**src/rtl/pc_ctrl_pkg.sv**
```systemverilog
// Shared types and constants for the LEGv8 PC fetch sequencer.
// Holds the FSM state encoding and the PC stepping constants.
package pc_ctrl_pkg;

   typedef enum logic [1:0] {
      ST_FETCH = 2'd0,
      ST_ISSUE = 2'd1,
      ST_EXEC  = 2'd2,
      ST_FAULT = 2'd3
   } state_e;

   localparam int DEF_ADDR_W = 32;
   localparam int WORD_SHIFT = 2;
   localparam int PC_INC     = 4;

endpackage

```
**src/rtl/pc_next_calc.sv**
```systemverilog
// Combinational branch resolution and next-PC selection.
// Kept separate so a pipelined core can reuse it unchanged.
module pc_next_calc
   import pc_ctrl_pkg::*;
#(
   parameter int ADDR_W = DEF_ADDR_W
) (
   input  logic [ADDR_W-1:0] pc,
   input  logic [ADDR_W-1:0] pcOffset,
   input  logic              branchFlag,
   input  logic              unconditionalBranchFlag,
   input  logic              zeroFlag,
   output logic [ADDR_W-1:0] nextPc
);

   logic take;

   // All sums are mod 2^ADDR_W; offset bits shifted past the top are dropped.
   always_comb begin
      take   = (zeroFlag & branchFlag) | unconditionalBranchFlag;
      nextPc = take ? pc + (pcOffset << WORD_SHIFT)
                    : pc + ADDR_W'(PC_INC);
   end

endmodule

```
**src/rtl/pc_fetch_ctrl.sv**
```systemverilog
// PC owner and fetch -> issue -> execute-wait sequencer.
// Define FETCH_TIMEOUT_EN to enable the sticky fetch-timeout fault.
module pc_fetch_ctrl
   import pc_ctrl_pkg::*;
#(
   parameter int                ADDR_W       = DEF_ADDR_W,
   parameter logic [ADDR_W-1:0] RESET_VECTOR = '0,
   parameter int                TIMEOUT_CYC  = 16
) (
   input  logic              clk,
   input  logic              rst_n,
   output logic              imemReq,
   output logic [ADDR_W-1:0] imemAddr,
   input  logic              imemAck,
   input  logic [31:0]       imemData,
   output logic              instrValid,
   output logic [31:0]       instr,
   input  logic              instrReady,
   input  logic              exDone,
   input  logic              branchFlag,
   input  logic              unconditionalBranchFlag,
   input  logic              zeroFlag,
   input  logic [ADDR_W-1:0] pcOffset,
   input  logic              stall,
   output logic [ADDR_W-1:0] pc,
   output logic [31:0]       retireCount,
   output logic              fault
);

   state_e            state_q, state_d;
   logic [ADDR_W-1:0] pc_q, pc_d;
   logic [31:0]       instr_q, instr_d;
   logic [31:0]       retire_q, retire_d;
   logic [ADDR_W-1:0] next_pc;

`ifdef FETCH_TIMEOUT_EN
   localparam int CNT_W = $clog2(TIMEOUT_CYC + 1);
   logic [CNT_W-1:0] cnt_q, cnt_d;
   logic             fault_q, fault_d;
`else
   localparam int unused_tmo = TIMEOUT_CYC;
`endif

   pc_next_calc #(
      .ADDR_W(ADDR_W)
   ) u_next (
      .pc                      (pc_q),
      .pcOffset                (pcOffset),
      .branchFlag              (branchFlag),
      .unconditionalBranchFlag (unconditionalBranchFlag),
      .zeroFlag                (zeroFlag),
      .nextPc                  (next_pc)
   );

   always_comb begin
      state_d  = state_q;
      pc_d     = pc_q;
      instr_d  = instr_q;
      retire_d = retire_q;
`ifdef FETCH_TIMEOUT_EN
      cnt_d    = cnt_q;
      fault_d  = fault_q;
`endif
      unique case (state_q)
         ST_FETCH: begin
            if (imemAck) begin
               instr_d = imemData;
               state_d = ST_ISSUE;
`ifdef FETCH_TIMEOUT_EN
               cnt_d   = '0;
            end else if (cnt_q == CNT_W'(TIMEOUT_CYC - 1)) begin
               // Ack arriving on the limit cycle takes the branch above.
               state_d = ST_FAULT;
               fault_d = 1'b1;
            end else begin
               cnt_d   = cnt_q + CNT_W'(1);
`endif
            end
         end
         ST_ISSUE: begin
            if (instrReady && !stall) state_d = ST_EXEC;
         end
         ST_EXEC: begin
            if (exDone && !stall) begin
               pc_d     = next_pc;
               retire_d = retire_q + 32'd1;
               state_d  = ST_FETCH;
            end
         end
         ST_FAULT: begin
            state_d = ST_FAULT;
         end
      endcase
   end

   always_ff @(posedge clk or negedge rst_n) begin
      if (!rst_n) begin
         state_q  <= ST_FETCH;
         pc_q     <= RESET_VECTOR;
         instr_q  <= '0;
         retire_q <= '0;
      end else begin
         state_q  <= state_d;
         pc_q     <= pc_d;
         instr_q  <= instr_d;
         retire_q <= retire_d;
      end
   end

`ifdef FETCH_TIMEOUT_EN
   always_ff @(posedge clk or negedge rst_n) begin
      if (!rst_n) begin
         cnt_q   <= '0;
         fault_q <= 1'b0;
      end else begin
         cnt_q   <= cnt_d;
         fault_q <= fault_d;
      end
   end

   assign fault = fault_q;
`else
   assign fault = 1'b0;
`endif

   assign imemReq     = (state_q == ST_FETCH);
   assign imemAddr    = pc_q;
   assign instrValid  = (state_q == ST_ISSUE);
   assign instr       = instr_q;
   assign pc          = pc_q;
   assign retireCount = retire_q;

endmodule

```
**config.mk**
```make
export PLATFORM = sky130hd
export DESIGN_NAME = pc_fetch_ctrl
export DESIGN_NICKNAME = d
export VERILOG_FILES = /design/src/rtl/pc_ctrl_pkg.sv /design/src/rtl/pc_next_calc.sv /design/src/rtl/pc_fetch_ctrl.sv
export SDC_FILE = /design/constraint.sdc
export NUM_CORES = 1
export LEC_CHECK = 0
export ABC_AREA = 1
export BUFFER_PORTS_ARGS = -buffer_cell sky130_fd_sc_hd__buf_2
export CELL_PAD_IN_SITES_DETAIL_PLACEMENT = 1
export CELL_PAD_IN_SITES_GLOBAL_PLACEMENT = 1
export CORE_UTILIZATION = 37
export CTS_CLUSTER_DIAMETER = 100
export DETAILED_ROUTE_END_ITERATION = 10
export GPL_ROUTABILITY_DRIVEN = 0
export PLACE_DENSITY = 0.86
export SLEW_MARGIN = 5
export SYNTH_ARGS = -nofsm -noshare
export SYNTH_HDL_FRONTEND = slang
export SYNTH_SLANG_ARGS = --single-unit
```
**constraint.sdc**
```tcl
create_clock -name clk -period 2.6 [get_ports clk]
set_input_delay 0.26 -clock clk [delete_from_list [all_inputs] [get_ports clk]]
set_output_delay 0.26 -clock clk [all_outputs]
set_load 0.01 [all_outputs]
```
==> metrics.md, run 1 <==
| Metric | Value |
|---|---|
| Status | `finished clean` |
| Synth top area cells | `dfrtp_1 35%, nand2_1 16%, inv_1 8.5%` |
| Warnings from Yosys | `0` |
| Routed via count | `between 6000 and 7000` |
| Initial core utilization | `a little under two fifths` |
| Worst-margin pin slew | `0.687 ns` |
| Die X-Extent | `~140 um` |
| Share of layout cells above drive strength 1 | `about 27%` |
| Via/cell ratio | `4.85` |
| Crit-path max FO | `4` |
| Crit. End Element | `flip-flop` |
| Buf/Inv on CP | `5` |
| Fillers | `2387` |
| Crit-path slowest cell | `fa_1` |
| Total negative slack | `0 ns` |
| Top FF cell, synth | `dfrtp_1` |
| Die area | `18900 um2` |
| Pin count of the biggest net entering global routing | `54` |
| Max Fclk | `426 MHz` |
| Top-count cell post-synth | `nand2_1` |
| Port bufs | `196` |
| Slew headroom | `54.2%` |
| Die Height | `137 um` |
| Tcrit/Tclk final | `90.3%` |
| Post-synthesis register bit count | `96` |
| Routed wire length | `21000 um` |
| Clk buf depth | `2` |
| Max-Cap Viols | `0` |
| Worst stage delay on the critical path | `0.39 ns` |
| Root Buffer | `clkbuf_16` |
| GRT Max-Usage Layer | `met2` |
| Total power | `7680 uW` |
| Total track usage | `23.1%` |
| Final Setup Violations | `0` |
| Final hold viol count | `0` |
| Max IR drop VDD | `0.520 mV` |
| Cell count after synthesis | `937` |
| Post-synth top area share | `35.4%` |
| Internal power | `about 4400 uW` |
| Hold Path Class | `in -> reg` |
| Pwr/cell area | `907 nW/um2` |
| Std-Cell Core Area | `18000 um2` |
| Fin nets | `1264` |
| Part of the power in registers | `31.8%` |
| Mean area per synthesized cell | `between 7 and 8 um2` |
| Logic gate share of total power | `approximately half` |
| RSZ-0062 raised after global routing | `false` |
| GR Util met3 | `4.16%` |
| CP cell instances | `buf_2, nand2_1, inv_1, or2_2, clkinv_1, or2_2, ha_1, inv_1, fa_1, inv_1, nand3_1, nand3_1, nand3_1, nand3_1, nand2_1, nand2_1, nand2_1, nand3_1, nand2_1` |
| Psw | `around 3300 uW` |
| TritonCTS clock tree | `yes` |
| Final core occ | `between 40 and 50%` |
| Rows | `49` |
| DR pass1 iterations | `4` |
| Antenna violations before repair | `1` |
| Clk Latency, worst-skew pair | `0.36 ns` |
| Worst Path Required | `2.85 ns` |
| Avg WL per Cell | `15.1 um` |
| Number of synthesized flops with an enable pin | `0` |
| Synth async-reset ratio | `100%` |
| Sinks on Clock Net | `96` |
| Synth top cells by count | `287 x nand2_1, 153 x inv_1, 96 x dfrtp_1, 83 x nor2_1, 56 x nand3_1` |
| CP arrival | `2.60 ns` |
| I/O pin count | `204` |
| Vias in the first global route | `just under 7000` |
| Routed Antenna Nets | `0` |
| Met1 usage in global routing | `26.4%` |
| CP Class | `in -> reg` |
| Mapped Area | `6780 um2` |
| Post-synth cell types | `36` |
| Largest area contributor in the netlist | `dfrtp_1` |
| # resized after CTS | `0` |
| H-Tree Level Count | `3` |
| Num CTS Buffers | `9` |
| Clock-pin slew on the worst setup and hold paths | `about 0.080 ns` |
| Synth-to-Final Area Change | `25.0%` |
| Final Max Slew Viols | `0` |
| Largest delay share family, worst path | `simple AND/OR/NAND/NOR gates` |
| Min Tclk post-route | `2.35 ns` |
| # DRC | `0` |
| Final HPWL DP | `17000 um` |
| GR Overflow Total | `0` |
| Sw frac | `a little over two fifths` |
| 1st-iter DRT viols | `213` |
| Setup Skew | `around 0.0093 ns` |
| Leakage | `0.00499 uW` |
| Clock share of power | `17.5%` |
| Critical path startpoint category | `input port` |
| First-pass GRT wire length | `33500 um` |
| Sequential-to-total area share from yosys stat | `a little over a third` |
| GR Util met2 | `43.0%` |
==> cell usage in the layout (no fill, tap or decap), types with 3 or more instances in the layout <==
master     instances
nand2_1          286
buf_2            195
inv_1            153
dfrtp_1           96
nor2_1            83
nand3_1           56
buf_4             52
ha_1              35
mux2_2            32
o21ai_0           23
a21oi_1           23
xor2_1            21
xnor2_1           20
nand4_1           14
nor3_1            13
clkbuf_16          9
conb_1             5
o21bai_1           4
nand3b_1           4
or2_2              3
nand2_2            3
nor2_2             3
==> through the flow <==
stage	instances	hold slack, ns	cell area, um2	setup slack [ns]
floorplan	941	-0.0356	6790	0.231
global placement	1372	0.339	8170	-0.0833
detailed placement	1372	0.345	8170	-0.144
CTS	1389	0.119	8470	0.219
global route	1389	0.123	8470	0.00731
finish	1390	0.123	8470	0.252
==> registers in the layout, indices dropped and copies added, names as in the netlist <==
register     count
imemAddr        30
instr           32
state_q          2
retireCount     32
==> logic make-up (layout without fill, tap and decap cells) <==
family	after synthesis	after routing	synth area share, %
XOR/XNOR	41	41	5.30
adder cells (fa/ha/maj)	36	36	6.76
buffers and inverters	203	422	13.3
multiplexers	32	32	5.32
AND/OR/NAND/NOR	474	474	29.6
other	1	6	0.0553
flip-flops	96	96	35.4
AO/OA/AOI/OAI	54	54	4.28
==> layout make-up <==
class | instances | area (um2) | share of cell area, %
inverter | 156 | 586 | 6.91
multi-input combinational | 642 | 3490 | 41.2
tap | 229 | 287 | 3.38
clock buffer | 9 | 225 | 2.66
sequential | 96 | 2400 | 28.4
timing repair buffer | 250 | 1420 | 16.7
clock inverter | 7 | 61.3 | 0.724
antenna | 1 | 2.50 | 0.0295
==> metal layers <==
| layer | up-vias | share of wire, % |
|---|---|---|
| met5 | - | 0 |
| met4 | 0 | 1.9 |
| met3 | 25 | 5.1 |
| met2 | 172 | 52 |
| met1 | 3248 | 41 |
| li1 | 3294 | - |
==> timing repair <==
| item | CTS | global route |
|---|---|---|
| hold buffers | 1 | 0 |
| endpoints found under the hold margin | 52 | 0 |
| buffers inserted | 0 | 0 |
==> power groups by stage <==
stage,Clock [uW],Combinational (uW),Sequential [uW]
after global placement,0,3750,2440
after global routing,1450,4370,2530
after floorplan,0,2250,2610
after detailed placement,0,3910,2480
after CTS,1390,3940,2460
final,1350,3890,2450
==> final timing paths <==
path,slack (ns),end,from,depth (start not counted)
max in group asynchronous,1.42,imemAddr[13],rst_n,3
max,0.25,imemAddr[30],zeroFlag,19
min,0.12,instr[16],imemData[16],2
min in group asynchronous,0.48,retireCount[16],rst_n,2
max reg2reg,0.46,imemAddr[30],imemAddr[2],13
min reg2reg,0.47,retireCount[31],retireCount[31],1
Note: power is estimated with default switching activity, not from simulation.
==> run 2, diff against run 1 <==
==> constraint.sdc (replaced) <==
create_clock -name clk -period 2.6 [get_ports clk]
set_input_delay 0.13 -clock clk [delete_from_list [all_inputs] [get_ports clk]]
set_output_delay 0.13 -clock clk [all_outputs]
set_load 0.01 [all_outputs]
==> metrics.md, run 2 (synthesis results as in run 1) <==
| Metric | Value |
|---|---|
| Status | `finished clean (unchanged)` |
| Routed via count | `6814 (was 6739)` |
| Final hold viol count | `0 (unchanged)` |
| Crit. End Element | `flip-flop (unchanged)` |
| Root Buffer | `clkbuf_16 (unchanged)` |
| Via/cell ratio | `4.91 (was 4.85)` |
| WHS Endpoint | `instr[10] (was instr[16])` |
| Clock-pin slew on the worst setup and hold paths | `0.08 ns (about the same)` |
| Fin nets | `1261 (was 1264)` |
| DP Cell Count | `1355 (was 1372)` |
| Hold path cells | `2 (unchanged)` |
| Clk buf depth | `2 (unchanged)` |
| H-Tree Level Count | `3 (unchanged)` |
| # DRC | `0 (unchanged)` |
| Initial core utilization | `37.7% (unchanged)` |
| Port bufs | `196 (unchanged)` |
| Post-placement setup slack | `-0.0108 ns (was -0.144 ns)` |
| Max-Cap Viols | `0 (unchanged)` |
| Rows | `49 (unchanged)` |
| Final Worst Setup Slack | `0.407 ns (was 0.252 ns)` |
| TritonCTS clock tree | `yes (unchanged)` |
| Fillers | `2342 (was 2387)` |
| Top sig layer | `met4 (unchanged)` |
| DRT met1 WL | `8740 um (was 8650 um)` |
| RSZ-0062 raised after global routing | `false (unchanged)` |
| Leakage | `0.00497 uW (was 0.00499 uW)` |
| GR Overflow Total | `0 (unchanged)` |
| I/O pin count | `204 (unchanged)` |
| Most common cell after layout, fill and taps aside | `nand2_1 (unchanged)` |
| 1st-iter DRT viols | `220 (was 213)` |
| Non-filler cells in the finished layout | `1387 (was 1390)` |
| Die X-Extent | `137 um (unchanged)` |
| Pwr/cell area | `900 nW/um2 (was 907 nW/um2)` |
| Die area | `18900 um2 (unchanged)` |
| Die Height | `137 um (unchanged)` |
| Routed wl met3 | `1140 um (was 1080 um)` |
| Crit-path max FO | `4 (unchanged)` |
| Max Fclk | `456 MHz (was 426 MHz)` |
| DR WL met2 | `11500 um (was 10900 um)` |
| Worst Path Required | `2.86 ns (was 2.85 ns)` |
| Avg WL per Cell | `15.9 um (was 15.1 um)` |
| R2R Path End | `imemAddr[22] (was imemAddr[30])` |
| Commonest cells after routing, fill and taps aside | `286 x nand2_1, 195 x buf_2, 153 x inv_1 (unchanged)` |
| Slew headroom | `59.8% (was 54.2%)` |
| Setup bufs post-CTS | `0 (unchanged)` |
| Critical path startpoint category | `input port (unchanged)` |
| Routed Antenna Nets | `0 (unchanged)` |
| Crit path from | `zeroFlag (unchanged)` |
| Final Setup Violations | `0 (unchanged)` |
| DR pass1 iterations | `4 (unchanged)` |
| Final Max Slew Viols | `0 (unchanged)` |
| Routed wire length | `22000 um (was 21000 um)` |
| First-pass GRT wire length | `35000 um (was 33500 um)` |
| Sinks on Clock Net | `96 (unchanged)` |
| Vias in the first global route | `7273 (was 6863)` |
| Tcrit/Tclk final | `84.3% (was 90.3%)` |
| CP Class | `in -> reg (unchanged)` |
| R2r startpoint | `imemAddr[2] (unchanged)` |
| Setup Skew | `0.00749 ns (was 0.00930 ns)` |
| Worst R2R Path Depth | `13 (unchanged)` |
| Final HPWL DP | `17100 um (was 17000 um)` |
| Antenna violations before repair | `1 (unchanged)` |
| Hold path start | `imemData[10] (was imemData[16])` |
| Min Tclk post-route | `2.19 ns (was 2.35 ns)` |
| CP arrival | `2.45 ns (was 2.60 ns)` |
| Hold Path Class | `in -> reg (unchanged)` |
| Clk Latency, worst-skew pair | `0.37 ns (was 0.36 ns)` |
| Num CTS Buffers | `9 (unchanged)` |
| Pin count of the biggest net entering global routing | `56 (was 54)` |
| Reg2Reg Setup Slack | `0.44 ns (was 0.46 ns)` |
| Share of layout cells above drive strength 1 | `25.7% (was 27.1%)` |
| Worst-margin pin slew | `0.603 ns (was 0.687 ns)` |
| Total track usage | `24.1% (was 23.1%)` |
| Std-Cell Core Area | `18000 um2 (unchanged)` |
| Synth-to-Final Area Change | `25.4% (was 25.0%)` |
| Max IR drop VDD | `0.519 mV (was 0.520 mV)` |
## run 2: cell types whose count changed in the layout (fill, tap and decap cells not counted), sizes merged
cell / delta
buf: -17
clkinv: +1
dlygate4sd3: +14
inv: -1
## run 2: report_power, final
group / switching (uW) / internal [uW] / leakage [uW]
sequential: 461 / 1990 / 0.00120
clock: 705 / 682 / 0.000144
combinational: 2160 / 1640 / 0.00362
## run 2: cell type report
| type | instances | area, um2 | area share, % |
|---|---|---|---|
| Sequential cell | 96 | 2400 | 28.3 |
| Inverter | 156 | 586 | 6.89 |
| Timing Repair Buffer | 247 | 1430 | 16.8 |
| Antenna cell | 1 | 2.50 | 0.0294 |
| Clock inverter | 7 | 77.6 | 0.912 |
| Clock buffer | 9 | 225 | 2.65 |
| Tap cell | 229 | 287 | 3.37 |
| Multi-Input combinational cell | 642 | 3490 | 41.1 |
## run 2: through the flow
step	hold slack [ns]	setup TNS (ns)	power [uW]	instance area [um2]	util [%]
floorplan	-0.166	0	4860	6790	-
global placement	0.177	0	6070	8050	44.8
detailed placement	0.176	-0.0191	6270	8050	44.8
CTS	0.000710	0	7700	8500	47.3
global route	0.00121	0	8290	8500	47.3
finish	0.00542	0	7650	8500	47.3
## run 2: worst max-delay path by stage
stage | endpoint | cells past startpoint
CTS | imemAddr[22] | 19
finish | imemAddr[22] | 19
global route | imemAddr[24] | 17
detailed placement | imemAddr[22] | 19
global placement | imemAddr[30] | 19
floorplan | imemAddr[12] | 14
## run 2: critical path: stages
cell,delay (ns)
buf_2,0.10
nand2_1,0.06
inv_1,0.03
or2_2,0.29
clkinv_1,0.10
or2_2,0.15
ha_1,0.19
inv_1,0.06
fa_1,0.37
inv_1,0.09
nand3_1,0.07
nand3_1,0.18
nand3_1,0.10
nand3_1,0.18
nand2_1,0.11
nand2_1,0.07
nand2_1,0.05
nand3_1,0.06
nand2_1,0.06
## run 2: routing by layer
layer  vias to the layer above  GRT usage (%)
li1                       3295              -
met1                      3269           26.1
met2                       198           45.6
met3                        52           4.49
met4                         0           10.0
met5                         -              0
## run 2: timing repair
| item | 4_1_cts | 5_1_grt |
|---|---|---|
| endpoints found under the hold margin | 55 | 0 |
| gates resized for setup | 0 | 0 |
| setup endpoints to repair | 0 | 0 |
| hold buffers | 15 | 0 |
